**config.mk**
```make
export PLATFORM = sky130hd
export DESIGN_NAME = change_dispense_ctrl_flat
export DESIGN_NICKNAME = d
export VERILOG_FILES = /design/src/rtl/change_dispense_ctrl_if.sv /design/src/rtl/change_dispense_ctrl.sv /design/src/flat_wrapper.sv
export SDC_FILE = /design/constraint.sdc
export NUM_CORES = 1
export LEC_CHECK = 0
export ABC_AREA = 1
export BUFFER_PORTS_ARGS = -buffer_cell sky130_fd_sc_hd__buf_4
export CELL_PAD_IN_SITES_DETAIL_PLACEMENT = 0
export CELL_PAD_IN_SITES_GLOBAL_PLACEMENT = 2
export CORE_ASPECT_RATIO = 1.2
export CORE_MARGIN = 2
export CORE_UTILIZATION = 32
export DETAILED_ROUTE_END_ITERATION = 10
export GPL_TIMING_DRIVEN = 0
export PLACE_DENSITY = 0.94
export REMOVE_ABC_BUFFERS = 1
export SLEW_MARGIN = 25
export SYNTH_ARGS = -nofsm -noshare
export SYNTH_HDL_FRONTEND = slang
export SYNTH_SLANG_ARGS = --single-unit
export TNS_END_PERCENT = 5
```
**constraint.sdc**
```tcl
create_clock -name clk -period 4.2 [get_ports clk]
set_input_delay 0.21 -clock clk [delete_from_list [all_inputs] [get_ports clk]]
set_output_delay 0.21 -clock clk [all_outputs]
set_load 0.01 [all_outputs]
```
**src/rtl/change_dispense_ctrl_if.sv**
```systemverilog
// Bundle between the credit logic, the coin dispenser and change_dispense_ctrl.
// The module that pays out change uses the slave modport; the upstream/dispenser side uses master.
interface change_dispense_ctrl_if #(
  parameter int AMT_W = 9,
  parameter int CNT_W = 8
);
  logic             start;
  logic [AMT_W-1:0] amount;
  logic             load_inv;
  logic [CNT_W-1:0] inv_q, inv_d, inv_n;
  logic             coin_seen;
  logic             eject_q, eject_d, eject_n;
  logic             busy, done, short, fault;
  logic [AMT_W-1:0] remaining;
  logic [CNT_W-1:0] cnt_q, cnt_d, cnt_n;

  modport master (
    output start, amount, load_inv, inv_q, inv_d, inv_n, coin_seen,
    input  eject_q, eject_d, eject_n, busy, done, short, fault, remaining,
           cnt_q, cnt_d, cnt_n
  );

  modport slave (
    input  start, amount, load_inv, inv_q, inv_d, inv_n, coin_seen,
    output eject_q, eject_d, eject_n, busy, done, short, fault, remaining,
           cnt_q, cnt_d, cnt_n
  );
endinterface

```
**src/rtl/change_dispense_ctrl.sv**
```systemverilog
// Greedy quarter/dime/nickel change payout with per-coin solenoid pulse and drop-sensor ack.
// Optional jam timeout: define CHANGE_DISPENSE_TIMEOUT_EN.
module change_dispense_ctrl #(
  parameter int AMT_W       = 9,
  parameter int CNT_W       = 8,
  parameter int PULSE_CYC   = 4,
  parameter int TIMEOUT_CYC = 1000
) (
  input logic                  clk,
  input logic                  rst_n,
  change_dispense_ctrl_if.slave bus
);
  localparam int PW = (PULSE_CYC > 1) ? $clog2(PULSE_CYC) : 1;
  localparam logic [AMT_W-1:0] V_Q = AMT_W'(25);
  localparam logic [AMT_W-1:0] V_D = AMT_W'(10);
  localparam logic [AMT_W-1:0] V_N = AMT_W'(5);

  typedef enum logic [2:0] {IDLE, SELECT, FIRE, WAIT_ACK, GAP, DONE} state_t;
  typedef enum logic [1:0] {COIN_Q, COIN_D, COIN_N} coin_t;

  state_t           state;
  coin_t            coin;
  logic             seen;
  logic [PW-1:0]    pcnt;
  logic [AMT_W-1:0] remaining;
  logic [CNT_W-1:0] cnt_q, cnt_d, cnt_n;
  logic             eject_q, eject_d, eject_n;
  logic             busy, done, short;
  logic             seen_now, pulse_end, ack_go;

  function automatic logic [AMT_W-1:0] coin_val(input coin_t c);
    case (c)
      COIN_Q:  coin_val = V_Q;
      COIN_D:  coin_val = V_D;
      default: coin_val = V_N;
    endcase
  endfunction

  assign seen_now  = seen | bus.coin_seen;
  assign pulse_end = (state == FIRE) && (pcnt == PW'(PULSE_CYC - 1));
  // The coin is booked exactly once, on the edge that enters GAP.
  assign ack_go    = (pulse_end && seen_now) || (state == WAIT_ACK && bus.coin_seen);

`ifdef CHANGE_DISPENSE_TIMEOUT_EN
  localparam int TW = (TIMEOUT_CYC > 1) ? $clog2(TIMEOUT_CYC) : 1;
  logic [TW-1:0] tcnt;
  logic          fault;
  logic          jam;

  assign jam = (state == FIRE || state == WAIT_ACK) &&
               (tcnt == TW'(TIMEOUT_CYC - 1)) && !seen_now;
  assign bus.fault = fault;
`else
  logic unused_timeout;
  assign unused_timeout = (TIMEOUT_CYC > 0);
  assign bus.fault = 1'b0;
`endif

  always_ff @(posedge clk or negedge rst_n) begin
    if (!rst_n) begin
      state     <= IDLE;
      coin      <= COIN_Q;
      seen      <= 1'b0;
      pcnt      <= '0;
      remaining <= '0;
      cnt_q     <= '0;
      cnt_d     <= '0;
      cnt_n     <= '0;
      eject_q   <= 1'b0;
      eject_d   <= 1'b0;
      eject_n   <= 1'b0;
      busy      <= 1'b0;
      done      <= 1'b0;
      short     <= 1'b0;
`ifdef CHANGE_DISPENSE_TIMEOUT_EN
      tcnt      <= '0;
      fault     <= 1'b0;
`endif
    end else begin
      done  <= 1'b0;
      short <= 1'b0;
`ifdef CHANGE_DISPENSE_TIMEOUT_EN
      fault <= 1'b0;
`endif
      case (state)
        IDLE: begin
          if (bus.load_inv) begin
            cnt_q <= bus.inv_q;
            cnt_d <= bus.inv_d;
            cnt_n <= bus.inv_n;
          end else if (bus.start) begin
            remaining <= bus.amount;
            busy      <= 1'b1;
            state     <= SELECT;
          end
        end
        SELECT: begin
          seen <= 1'b0;
          pcnt <= '0;
          if (remaining >= V_Q && cnt_q != '0) begin
            coin    <= COIN_Q;
            eject_q <= 1'b1;
            state   <= FIRE;
          end else if (remaining >= V_D && cnt_d != '0) begin
            coin    <= COIN_D;
            eject_d <= 1'b1;
            state   <= FIRE;
          end else if (remaining >= V_N && cnt_n != '0) begin
            coin    <= COIN_N;
            eject_n <= 1'b1;
            state   <= FIRE;
          end else begin
            done  <= 1'b1;
            short <= (remaining != '0);
            state <= DONE;
          end
        end
        FIRE: begin
          if (bus.coin_seen) seen <= 1'b1;
          // An early ack never shortens the pulse; it only skips WAIT_ACK.
          if (pulse_end) begin
            eject_q <= 1'b0;
            eject_d <= 1'b0;
            eject_n <= 1'b0;
            state   <= seen_now ? GAP : WAIT_ACK;
          end else begin
            pcnt <= pcnt + PW'(1);
          end
        end
        WAIT_ACK: if (bus.coin_seen) state <= GAP;
        GAP:      state <= SELECT;
        DONE: begin
          busy  <= 1'b0;
          state <= IDLE;
        end
        default:  state <= IDLE;
      endcase

      if (ack_go) begin
        remaining <= remaining - coin_val(coin);
        case (coin)
          COIN_Q:  cnt_q <= cnt_q - CNT_W'(1);
          COIN_D:  cnt_d <= cnt_d - CNT_W'(1);
          default: cnt_n <= cnt_n - CNT_W'(1);
        endcase
      end

`ifdef CHANGE_DISPENSE_TIMEOUT_EN
      if (state == SELECT)
        tcnt <= '0;
      else if (state == FIRE || state == WAIT_ACK)
        tcnt <= tcnt + TW'(1);
      // A jammed coin is abandoned unbooked: remaining and counters keep their values.
      if (jam) begin
        eject_q <= 1'b0;
        eject_d <= 1'b0;
        eject_n <= 1'b0;
        done    <= 1'b1;
        short   <= 1'b1;
        fault   <= 1'b1;
        state   <= DONE;
      end
`endif
    end
  end

  assign bus.eject_q   = eject_q;
  assign bus.eject_d   = eject_d;
  assign bus.eject_n   = eject_n;
  assign bus.busy      = busy;
  assign bus.done      = done;
  assign bus.short     = short;
  assign bus.remaining = remaining;
  assign bus.cnt_q     = cnt_q;
  assign bus.cnt_d     = cnt_d;
  assign bus.cnt_n     = cnt_n;
endmodule
```
**src/flat_wrapper.sv**
```systemverilog
// flat-port wrapper written by rule: the top's interface ports become plain ports
module change_dispense_ctrl_flat 
#(
  parameter int AMT_W       = 9,
  parameter int CNT_W       = 8,
  parameter int PULSE_CYC   = 4,
  parameter int TIMEOUT_CYC = 1000
)
  (clk, rst_n, bus_start, bus_amount, bus_load_inv, bus_inv_q, bus_inv_d, bus_inv_n, bus_coin_seen, bus_eject_q, bus_eject_d, bus_eject_n, bus_busy, bus_done, bus_short, bus_fault, bus_remaining, bus_cnt_q, bus_cnt_d, bus_cnt_n);
  change_dispense_ctrl_if #(.AMT_W(AMT_W), .CNT_W(CNT_W)) bus_i ();
  input logic clk;
  input logic rst_n;
  input wire logic [$bits(bus_i.start)-1:0] bus_start;
  input wire logic [$bits(bus_i.amount)-1:0] bus_amount;
  input wire logic [$bits(bus_i.load_inv)-1:0] bus_load_inv;
  input wire logic [$bits(bus_i.inv_q)-1:0] bus_inv_q;
  input wire logic [$bits(bus_i.inv_d)-1:0] bus_inv_d;
  input wire logic [$bits(bus_i.inv_n)-1:0] bus_inv_n;
  input wire logic [$bits(bus_i.coin_seen)-1:0] bus_coin_seen;
  output wire logic [$bits(bus_i.eject_q)-1:0] bus_eject_q;
  output wire logic [$bits(bus_i.eject_d)-1:0] bus_eject_d;
  output wire logic [$bits(bus_i.eject_n)-1:0] bus_eject_n;
  output wire logic [$bits(bus_i.busy)-1:0] bus_busy;
  output wire logic [$bits(bus_i.done)-1:0] bus_done;
  output wire logic [$bits(bus_i.short)-1:0] bus_short;
  output wire logic [$bits(bus_i.fault)-1:0] bus_fault;
  output wire logic [$bits(bus_i.remaining)-1:0] bus_remaining;
  output wire logic [$bits(bus_i.cnt_q)-1:0] bus_cnt_q;
  output wire logic [$bits(bus_i.cnt_d)-1:0] bus_cnt_d;
  output wire logic [$bits(bus_i.cnt_n)-1:0] bus_cnt_n;
  assign bus_i.start = bus_start;
  assign bus_i.amount = bus_amount;
  assign bus_i.load_inv = bus_load_inv;
  assign bus_i.inv_q = bus_inv_q;
  assign bus_i.inv_d = bus_inv_d;
  assign bus_i.inv_n = bus_inv_n;
  assign bus_i.coin_seen = bus_coin_seen;
  assign bus_eject_q = bus_i.eject_q;
  assign bus_eject_d = bus_i.eject_d;
  assign bus_eject_n = bus_i.eject_n;
  assign bus_busy = bus_i.busy;
  assign bus_done = bus_i.done;
  assign bus_short = bus_i.short;
  assign bus_fault = bus_i.fault;
  assign bus_remaining = bus_i.remaining;
  assign bus_cnt_q = bus_i.cnt_q;
  assign bus_cnt_d = bus_i.cnt_d;
  assign bus_cnt_n = bus_i.cnt_n;
  change_dispense_ctrl #(.AMT_W(AMT_W), .CNT_W(CNT_W), .PULSE_CYC(PULSE_CYC), .TIMEOUT_CYC(TIMEOUT_CYC)) u_core (.clk(clk), .rst_n(rst_n), .bus(bus_i));
endmodule
```
# Yosys cells after proc, flatten, opt, wreduce, memory -nomap -nowiden
# Cells that the tools add are included.
# classes
n_addsub	5
multipliers	0
div_mod_pow	0
magnitude_cmp	3
eq_ne	19
shifts	0
n_mux	55
bitwise_logic	1
reduce_logical	28
# ops
op	count
8-bit two-way mux	12
9-bit two-way mux	5
3-bit two-way mux	8
8-bit nonzero test	3
8-bit by 1-bit subtractor with 8-bit output, second input constant	3
1-bit two-way mux	18
3-bit one-hot mux with 5 select lines	1
2-bit inequality test, second input constant	7
2-bit by 1-bit inequality test with 1-bit output, second input constant	5
1-bit one-hot mux with 2 select lines	5
5-bit one-hot mux with 2 select lines	1
9-bit by 3-bit greater-or-equal comparator with 1-bit output, second input constant	1
9-bit by 4-bit greater-or-equal comparator with 1-bit output, second input constant	1
9-bit by 5-bit greater-or-equal comparator with 1-bit output, second input constant	1
3-bit AND reduction	3
9-bit nonzero test	1
9-bit subtractor	1
2-bit two-way mux	4
4-bit AND reduction	2
2-bit nonzero test	4
3-bit by 2-bit equality test with 1-bit output, second input constant	2
3-bit equality test, second input constant	2
1-bit logical AND	6
2-bit AND reduction	3
12 further kinds	12
# word_totals
register_bits	47
latchBits	0
ram_bits	0
romBits	0
output_inout_bits	40
wordCells	125
memories	0

# Logic depth before layout (Yosys ltp)
# Gate-level depths: netlist of run 1.
# depth
ltp_word	7
mapped_depth	12
mapped_depth_nobuf	12

# Least setup slack after synthesis of run 1
# Ideal clock, no wire load.
# synth_timing
kind	flip-flop to flip-flop
start	register u_core.coin[1]
end	register u_core.remaining[8], in the netlist u_core.bus.remaining[8]
arrival_ps	2084
required_time_ps	4084
slack_ps	2000
stages_incl_launch_ff	11
n_path_buf	0
synth_period_minus_slack_ps	2200
cell_sequence	dfrtp_1 -> nor2_1 -> inv_1 -> ha_1 -> fa_1 -> o21ai_0 -> nand2_1 -> nand4_1 -> nand3_1 -> nand2_1 -> nand2_1
# synth_via
elab_chain_cells	5
elab_cells_between_ends	6
classes_between	add/sub: 1; eq/ne: 1; mux: 3; reduce/logical: 1
# synth_rtl
element	line	rtl
start: declaration	change_dispense_ctrl.sv:22	coin_t coin;
start signal: assignment	change_dispense_ctrl.sv:62	coin <= COIN_Q;
start signal: assignment	change_dispense_ctrl.sv:101	coin <= COIN_Q;
start signal: assignment	change_dispense_ctrl.sv:105	coin <= COIN_D;
2-bit by 1-bit equality test with 1-bit output / 2-bit logical NOT (equally long branches)	change_dispense_ctrl.sv:32	case (c)
5-bit one-hot mux with 2 select lines (*)	change_dispense_ctrl.sv:32	
9-bit two-way mux (*)	change_dispense_ctrl.sv:139	if (ack_go) begin
9-bit subtractor (*)	change_dispense_ctrl.sv:140	remaining <= remaining - coin_val(coin);
9-bit two-way mux (*)	change_dispense_ctrl.sv:139	
end signal: assignment	change_dispense_ctrl.sv:92	remaining <= bus.amount;
end signal: assignment	change_dispense_ctrl.sv:140	
end: declaration	change_dispense_ctrl.sv:25	logic [AMT_W-1:0] remaining;
# Every way passes the cells marked *; elsewhere a longest branch is shown, timed or not. The select of a mux whose other input is x is not followed.
# A chain may end at the register's enable or synchronous reset.

# Final worst setup path of run 1
# layout_timing
start	register u_core.coin[1]
end	register u_core.remaining[6], in the netlist u_core.bus.remaining[6]
# The elaborated chain is that of the path after synthesis.

==> impl_metrics.json, run 1 <==
{
  "status": "complete, no violations",
  "globalRouteOverflowTotal": 0,
  "antenna_found_initial": 0,
  "die_y_um": 112,
  "synthAdderAreaFrac_pct": 4.63,
  "synth_mux_area_share_pct": 0.639,
  "synth_top_family_by_area": "simple AND/OR/NAND/NOR gates",
  "dieArea_sq_um": 10600,
  "critPathArrivalTime_ns": 2.71,
  "cts.sinks": 47,
  "p_leak_nw": 2.04,
  "place_congestion": 0.808,
  "synth.most_common_cell": "nand2_1",
  "max_slew_margin_pct": 58.2,
  "synth_ff_type": "dfrtp_1",
  "die_w_um": 94.3,
  "min_from": "bus_amount[6]",
  "use_met1_pct": 19.1,
  "finalMaxSlewViolations": 0,
  "drive_above_1_share_pct": 21.4,
  "cts-htree-levels": 2,
  "reg2reg_depth": 8,
  "dr_total_vias": 2854,
  "fin_tns_setup_ns": 0,
  "min_period_ns": 2.53,
  "multi_input_area_sq_um": 1670,
  "slowest_stage": "dfrtp_1",
  "wirelength_um": 7840,
  "cp_cell_sequence": "nor2_1 > inv_1 > ha_1 > fa_1 > o21ai_0 > a21boi_0 > nand3_1 > nand3_1",
  "synth_commonest_cells": "nand2_1, dfrtp_1, nor2_1",
  "area_delta_synth_final_pct": 26.2,
  "cts_max_path_buffers": 2,
  "slowest_delay_ns": 0.50,
  "grt.total_usage_pct": 15.8,
  "viasPerCell": 4.59,
  "setup_viol": 0,
  "grt_pass1_vias": 2931,
  "grt_max_degree": 48,
  "cts_root_buf": "clkbuf_16",
  "ios": 78,
  "io_buffer_count": 76,
  "skew_ns": 0.00708,
  "initial_core_util_pct": 32.9,
  "yosysTopAreaCell": "dfrtp_1",
  "place_ws_ns": 1.63,
  "fin_nets": 547,
  "rsz0062_at_grt": "false",
  "grtUsageMet2_pct": 28.1,
  "crit_type": "register to register",
  "hold_depth": 3,
  "gr-max-usage-layer": "met2",
  "clock_latency_ns": 0.29,
  "max-vdd-ir-drop_mv": 0.224,
  "end_kind": "register",
  "drv_cap": 0,
  "ant_nets": 0,
  "first_iter_violations": 55,
  "rr_startpoint": "u_core.coin[1]",
  "synthCells": 423,
  "tritoncts": "done",
  "r2r_end": "u_core.bus.remaining[6]",
  "avgRoutedWirePerCell_um": 12.6,
  "regArea_sq_um": 1180,
  "synth-seq-cells": 47,
  "syn_avg_cell_area_sq_um": 7.40,
  "final_hold_viol_count": 0,
  "yosys.area_share.xor_xnor_pct": 5.03,
  "p_per_area_nw_per_um2": 794,
  "netlist.area_leader.share_pct": 37.6,
  "tightest_slew_ns": 0.627,
  "rows": 39,
  "hold_end": "u_core.bus.remaining[6]",
  "cpMostUsedCell": "nand3_1",
  "hp-class": "input pin to register",
  "yosysWarnings": 0,
  "fmax_mhz": 395,
  "yosysSeqAreaShare_pct": 37.6,
  "synth_compound_area_share_pct": 12.3,
  "postCtsSetupBuffers": 0,
  "drt_pre_antenna_iters": 4,
  "worstSetupStartpointType": "register",
  "worst_ep_required_time_ns": 4.38,
  "hpwl_um": 5820,
  "fill_cells": 1006,
  "core_sq_um": 9520,
  "synth_area_sq_um": 3130,
  "antenna_cells": 0,
  "rrSetupSlack_ns": 1.67,
  "grt_pass1_wl_um": 13300,
  "path_max_fanout": 8,
  "use_met3_pct": 2.42,
  "cts-buffers-inserted": 5,
  "synthSimpleGateAreaFrac_pct": 30.6,
  "ys_types": 38,
  "fin_ws_ns": 1.67,
  "clk_pin_slew_worst_paths_ns": 0.07,
  "drc": 0,
  "ys_async_sr_fraction_pct": 100,
  "synth-edff-count": 0,
  "fin_crit_sh_pct": 60.3,
  "synth_top_cells_by_area": "dfrtp_1, nand2_1, nor2_1"
}
==> worst max path at each step <==
| stage | startpoint | endpoint | slack (ns) | cells after the start |
|---|---|---|---|---|
| 6_report | u_core.coin[1] | u_core.bus.remaining[6] | 1.67 | 8 |
| 3_5_place_dp | u_core.coin[1] | u_core.bus.remaining[6] | 1.63 | 8 |
| 3_3_place_gp | u_core.coin[1] | u_core.bus.remaining[6] | 1.67 | 8 |
| 4_1_cts | u_core.coin[1] | u_core.bus.remaining[6] | 1.61 | 8 |
| 2_1_floorplan | u_core.coin[1] | u_core.bus.remaining[8] | 2.00 | 10 |
| 5_1_grt | u_core.coin[1] | u_core.bus.remaining[6] | 1.43 | 9 |
==> per-stage QoR <==
stage	total power, mW	utilization, %	hold WS, ns	instance area [sq um]	cells
finish	3.14	41.5	0.136	3950	622
global route	3.47	41.5	0.153	3950	622
CTS	3.18	41.5	0.133	3950	622
detailed placement	2.69	39.6	0.283	3770	613
global placement	2.65	39.6	0.278	3770	613
floorplan	2.08	-	-0.0856	3040	414
==> layer usage <==
layer | share of wire (%) | up-vias
met1 | 43 | 1304
met3 | 3.6 | 9
li1 | - | 1496
met4 | 1.8 | 0
met2 | 51 | 45
met5 | 0 | -
==> flip-flops by register name, indices dropped and copies added, names as in the netlist <==
signal,cells
u_core.bus.eject_q,1
u_core.bus.cnt_q,8
u_core.bus.eject_n,1
u_core.bus.short,1
u_core.bus.cnt_n,8
u_core.bus.eject_d,1
u_core.bus.remaining,9
u_core.state,3
u_core.pcnt,2
u_core.bus.cnt_d,8
u_core.bus.done,1
u_core.bus.busy,1
u_core.seen,1
u_core.coin,2
==> layout by cell type (no fill, tap or decap), drive strengths merged, types with 3 or more instances in the layout <==
cell and count:
xnor2 7, nand2 131, dfrtp 47, nor2 51
nor3 3, ha 10, clkbuf 6, o21ai 43
a21oi 10, nand4 5, xor2 11, inv 52
buf 76, a31oi 3, o211ai 5, nand3 25
==> cell type report <==
| class | count | share of cell area, % |
|---|---|---|
| Clock inverter | 2 | 0.886 |
| Timing Repair Buffer | 77 | 14.7 |
| Tap cell | 123 | 3.89 |
| Sequential cell | 47 | 29.8 |
| Inverter | 53 | 5.03 |
| Clock buffer | 6 | 3.51 |
| Multi-Input combinational cell | 314 | 42.2 |
==> logic make-up after synthesis <==
family | count (synthesis)
buffers and inverters | 62
multiplexers | 2
other | 1
flip-flops | 47
AND/OR/NAND/NOR | 215
XOR/XNOR | 18
adder cells (fa/ha/maj) | 11
AO/OA/AOI/OAI | 67
==> power breakdown <==
part           leakage, nW  total [mW]  switching [mW]  internal (mW)
Clock               0.0868       0.477           0.181          0.297
Sequential           0.570       0.908           0.242          0.667
Combinational         1.38        1.75            1.01          0.746
Total                 2.04        3.14            1.43           1.71
==> critical path, delay by kind of cell, from the launching register on <==
kind,cells,cell delay (ns)
AOI/OAI and AO/OA,2,0.59
adders and majority gates,2,0.62
buffers and inverters,1,0.12
DFF,1,0.50
and+or+nand+nor,3,0.59
==> what timing repair did <==
| item | 4_1_cts | 5_1_grt |
|---|---|---|
| resized for setup | 0 | 0 |
| endpoints found under the hold margin | 47 | 0 |
| endpoints found under the setup margin | 0 | 0 |
| hold buffers | 1 | 0 |
No activity file was read; power rests on OpenSTA's default activity.
==> run 2, diff against run 1 <==
--- a/config.mk
+++ b/config.mk
@@ -11,10 +11,10 @@
 export CELL_PAD_IN_SITES_GLOBAL_PLACEMENT = 2
 export CORE_ASPECT_RATIO = 1.2
 export CORE_MARGIN = 2
-export CORE_UTILIZATION = 32
+export CORE_UTILIZATION = 27
 export DETAILED_ROUTE_END_ITERATION = 10
 export GPL_TIMING_DRIVEN = 0
-export PLACE_DENSITY = 0.94
+export PLACE_DENSITY = 0.86
 export REMOVE_ABC_BUFFERS = 1
 export SLEW_MARGIN = 25
 export SYNTH_ARGS = -nofsm -noshare
==> constraint.sdc (replaced) <==
create_clock -name clk -period 2.25 [get_ports clk]
set_input_delay 0.1125 -clock clk [delete_from_list [all_inputs] [get_ports clk]]
set_output_delay 0.1125 -clock clk [all_outputs]
set_load 0.01 [all_outputs]
==> run 2 against run 1 <==
Net effect:
- non-clock buffer count grew 2
- design area grew 1.2%
- count of clock-buffer cells in the layout increased by 1
- maximum frequency rose by 25%
- global-route usage shrank 2.0 points
- clock power increased by 64%
- utilization is 6.6 points lower
- sequential cell count stayed put
- largest power group unchanged
==> impl_metrics.json, run 2 (same netlist as run 1, synthesis figures left out) <==
{
  "drv_cap": 0,
  "final_cell_count_no_fill": 658,
  "fin_ws_ns": 0.230,
  "cts-buffers-inserted": 5,
  "max-vdd-ir-drop_mv": 0.487,
  "ios": 78,
  "critPathArrivalTime_ns": 2.24,
  "place_ws_ns": -0.321,
  "largest_reg_flops": 9,
  "viasPerCell": 4.40,
  "worst_hold_slack_ns": 0.0454,
  "grt_pass1_wl_um": 13400,
  "final_common_cell": "nand2_1",
  "worstSetupStartpointType": "register",
  "min_period_ns": 2.02,
  "die_w_um": 102,
  "tritoncts": "done",
  "path_max_fanout": 8,
  "clock_latency_ns": 0.29,
  "area_delta_synth_final_pct": 27.7,
  "clk_pin_slew_worst_paths_ns": 0.07,
  "utilization_pct": 34.9,
  "drc": 0,
  "hpwl_um": 6040,
  "p_leak_nw": 2.04,
  "grt.total_usage_pct": 13.8,
  "slowest_delay_ns": 0.49,
  "finalMaxSlewViolations": 0,
  "drive_above_1_share_pct": 22.2,
  "fill_cells": 1235,
  "wirelength_um": 8140,
  "worst_ep_required_time_ns": 2.47,
  "place_inst": 647,
  "fin_nets": 549,
  "core_sq_um": 11500,
  "layout_common_cells": "nand2_1, buf_4, inv_1, nor2_1, dfrtp_1",
  "dieArea_sq_um": 12500,
  "rsz0062_at_grt": "false",
  "cts_root_buf": "clkbuf_16",
  "fmax_mhz": 495,
  "antenna_found_initial": 0,
  "initial_core_util_pct": 27.3,
  "place_congestion": 0.777,
  "first_iter_violations": 75,
  "ant_nets": 0,
  "cpMostUsedCell": "nor2_1",
  "grt_max_degree": 48,
  "die_y_um": 122,
  "crit_type": "register to register",
  "final_hold_viol_count": 0,
  "cts.sinks": 47,
  "drt_pre_antenna_iters": 4,
  "p_per_area_nw_per_um2": 1460,
  "io_buffer_count": 76,
  "skew_ns": 0.0119,
  "rows": 43,
  "grt_pass1_vias": 2833,
  "avgRoutedWirePerCell_um": 12.4,
  "largest_register": "u_core.bus.remaining",
  "end_kind": "register",
  "hp-class": "input pin to register",
  "tightest_slew_ns": 0.651,
  "dr_total_vias": 2896,
  "setup_viol": 0,
  "fin_crit_sh_pct": 89.8,
  "cp_cell_sequence": "nor2_1 > inv_1 > ha_1 > nand2_1 > nor2_1 > nand2_1 > a21oi_1 > nor2_1 > o21ai_0",
  "globalRouteOverflowTotal": 0,
  "power_mw": 5.82,
  "antenna_cells": 0,
  "cts-htree-levels": 2,
  "cts_max_path_buffers": 2,
  "max_slew_margin_pct": 56.6,
  "slowest_stage": "dfrtp_2",
  "status": "complete, no violations"
}
-- run 2: final timing paths --
path | depth (start not counted) | slack, ns | startpoint | to
min in group asynchronous | 2 | 0.39 | rst_n | u_core.bus.cnt_n[7]
min | 3 | 0.05 | bus_amount[5] | u_core.bus.remaining[5]
max in group asynchronous | 2 | 1.39 | rst_n | u_core.coin[1]
min reg2reg | 1 | 0.47 | u_core.state[2] | u_core.bus.busy
max | 9 | 0.23 | u_core.coin[1] | u_core.bus.remaining[7]
max reg2reg | 9 | 0.23 | u_core.coin[1] | u_core.bus.remaining[7]
-- run 2: cell type report --
| type | instances | area [sq um] | share of cell area [%] |
|---|---|---|---|
| Clock inverter | 1 | 8.76 | 0.219 |
| Clock buffer | 7 | 143 | 3.57 |
| Sequential cell | 47 | 1180 | 29.4 |
| Tap cell | 157 | 196 | 4.91 |
| Inverter | 53 | 199 | 4.97 |
| Multi-Input combinational cell | 314 | 1680 | 42.0 |
| Timing Repair Buffer | 79 | 596 | 14.9 |
-- run 2: timing repair --
action / CTS / global route
setup buffers: 0 / 2
endpoints found under the hold margin: 47 / 0
hold buffers: 1 / 0
gates resized for setup: 4 / 1
pin swaps: 0 / 1
setup endpoints to repair: 5 / 2
-- run 2: worst max-delay path: cells and delay by family, from the launching register on --
family | cells | cell delay (ns)
and+or+nand+nor | 5 | 0.69
DFF | 1 | 0.49
adders and majority gates | 1 | 0.37
AOI/OAI and AO/OA | 2 | 0.28
buffers and inverters | 1 | 0.10
-- run 2: through the flow --
step                cell area [sq um]  TNS [ns]
floorplan                        3040         0
global placement                 3810    -0.948
detailed placement               3810    -0.855
CTS                              3980         0
global route                     4000         0
finish                           4000         0
-- run 2: metal layers --
metal	global-route usage, %	routed length [um]	vias up
li1	-	-	1501
met1	16.7	3710	1327
met2	24.3	3980	61
met3	3.21	359	7
met4	3.58	88	0
met5	0	0	-
-- run 2: power breakdown --
group	total [mW]	internal (mW)	switching, mW
clock network	0.782	0.446	0.336
registers	1.70	1.25	0.451
logic	3.34	1.43	1.91
total	5.82	3.13	2.70
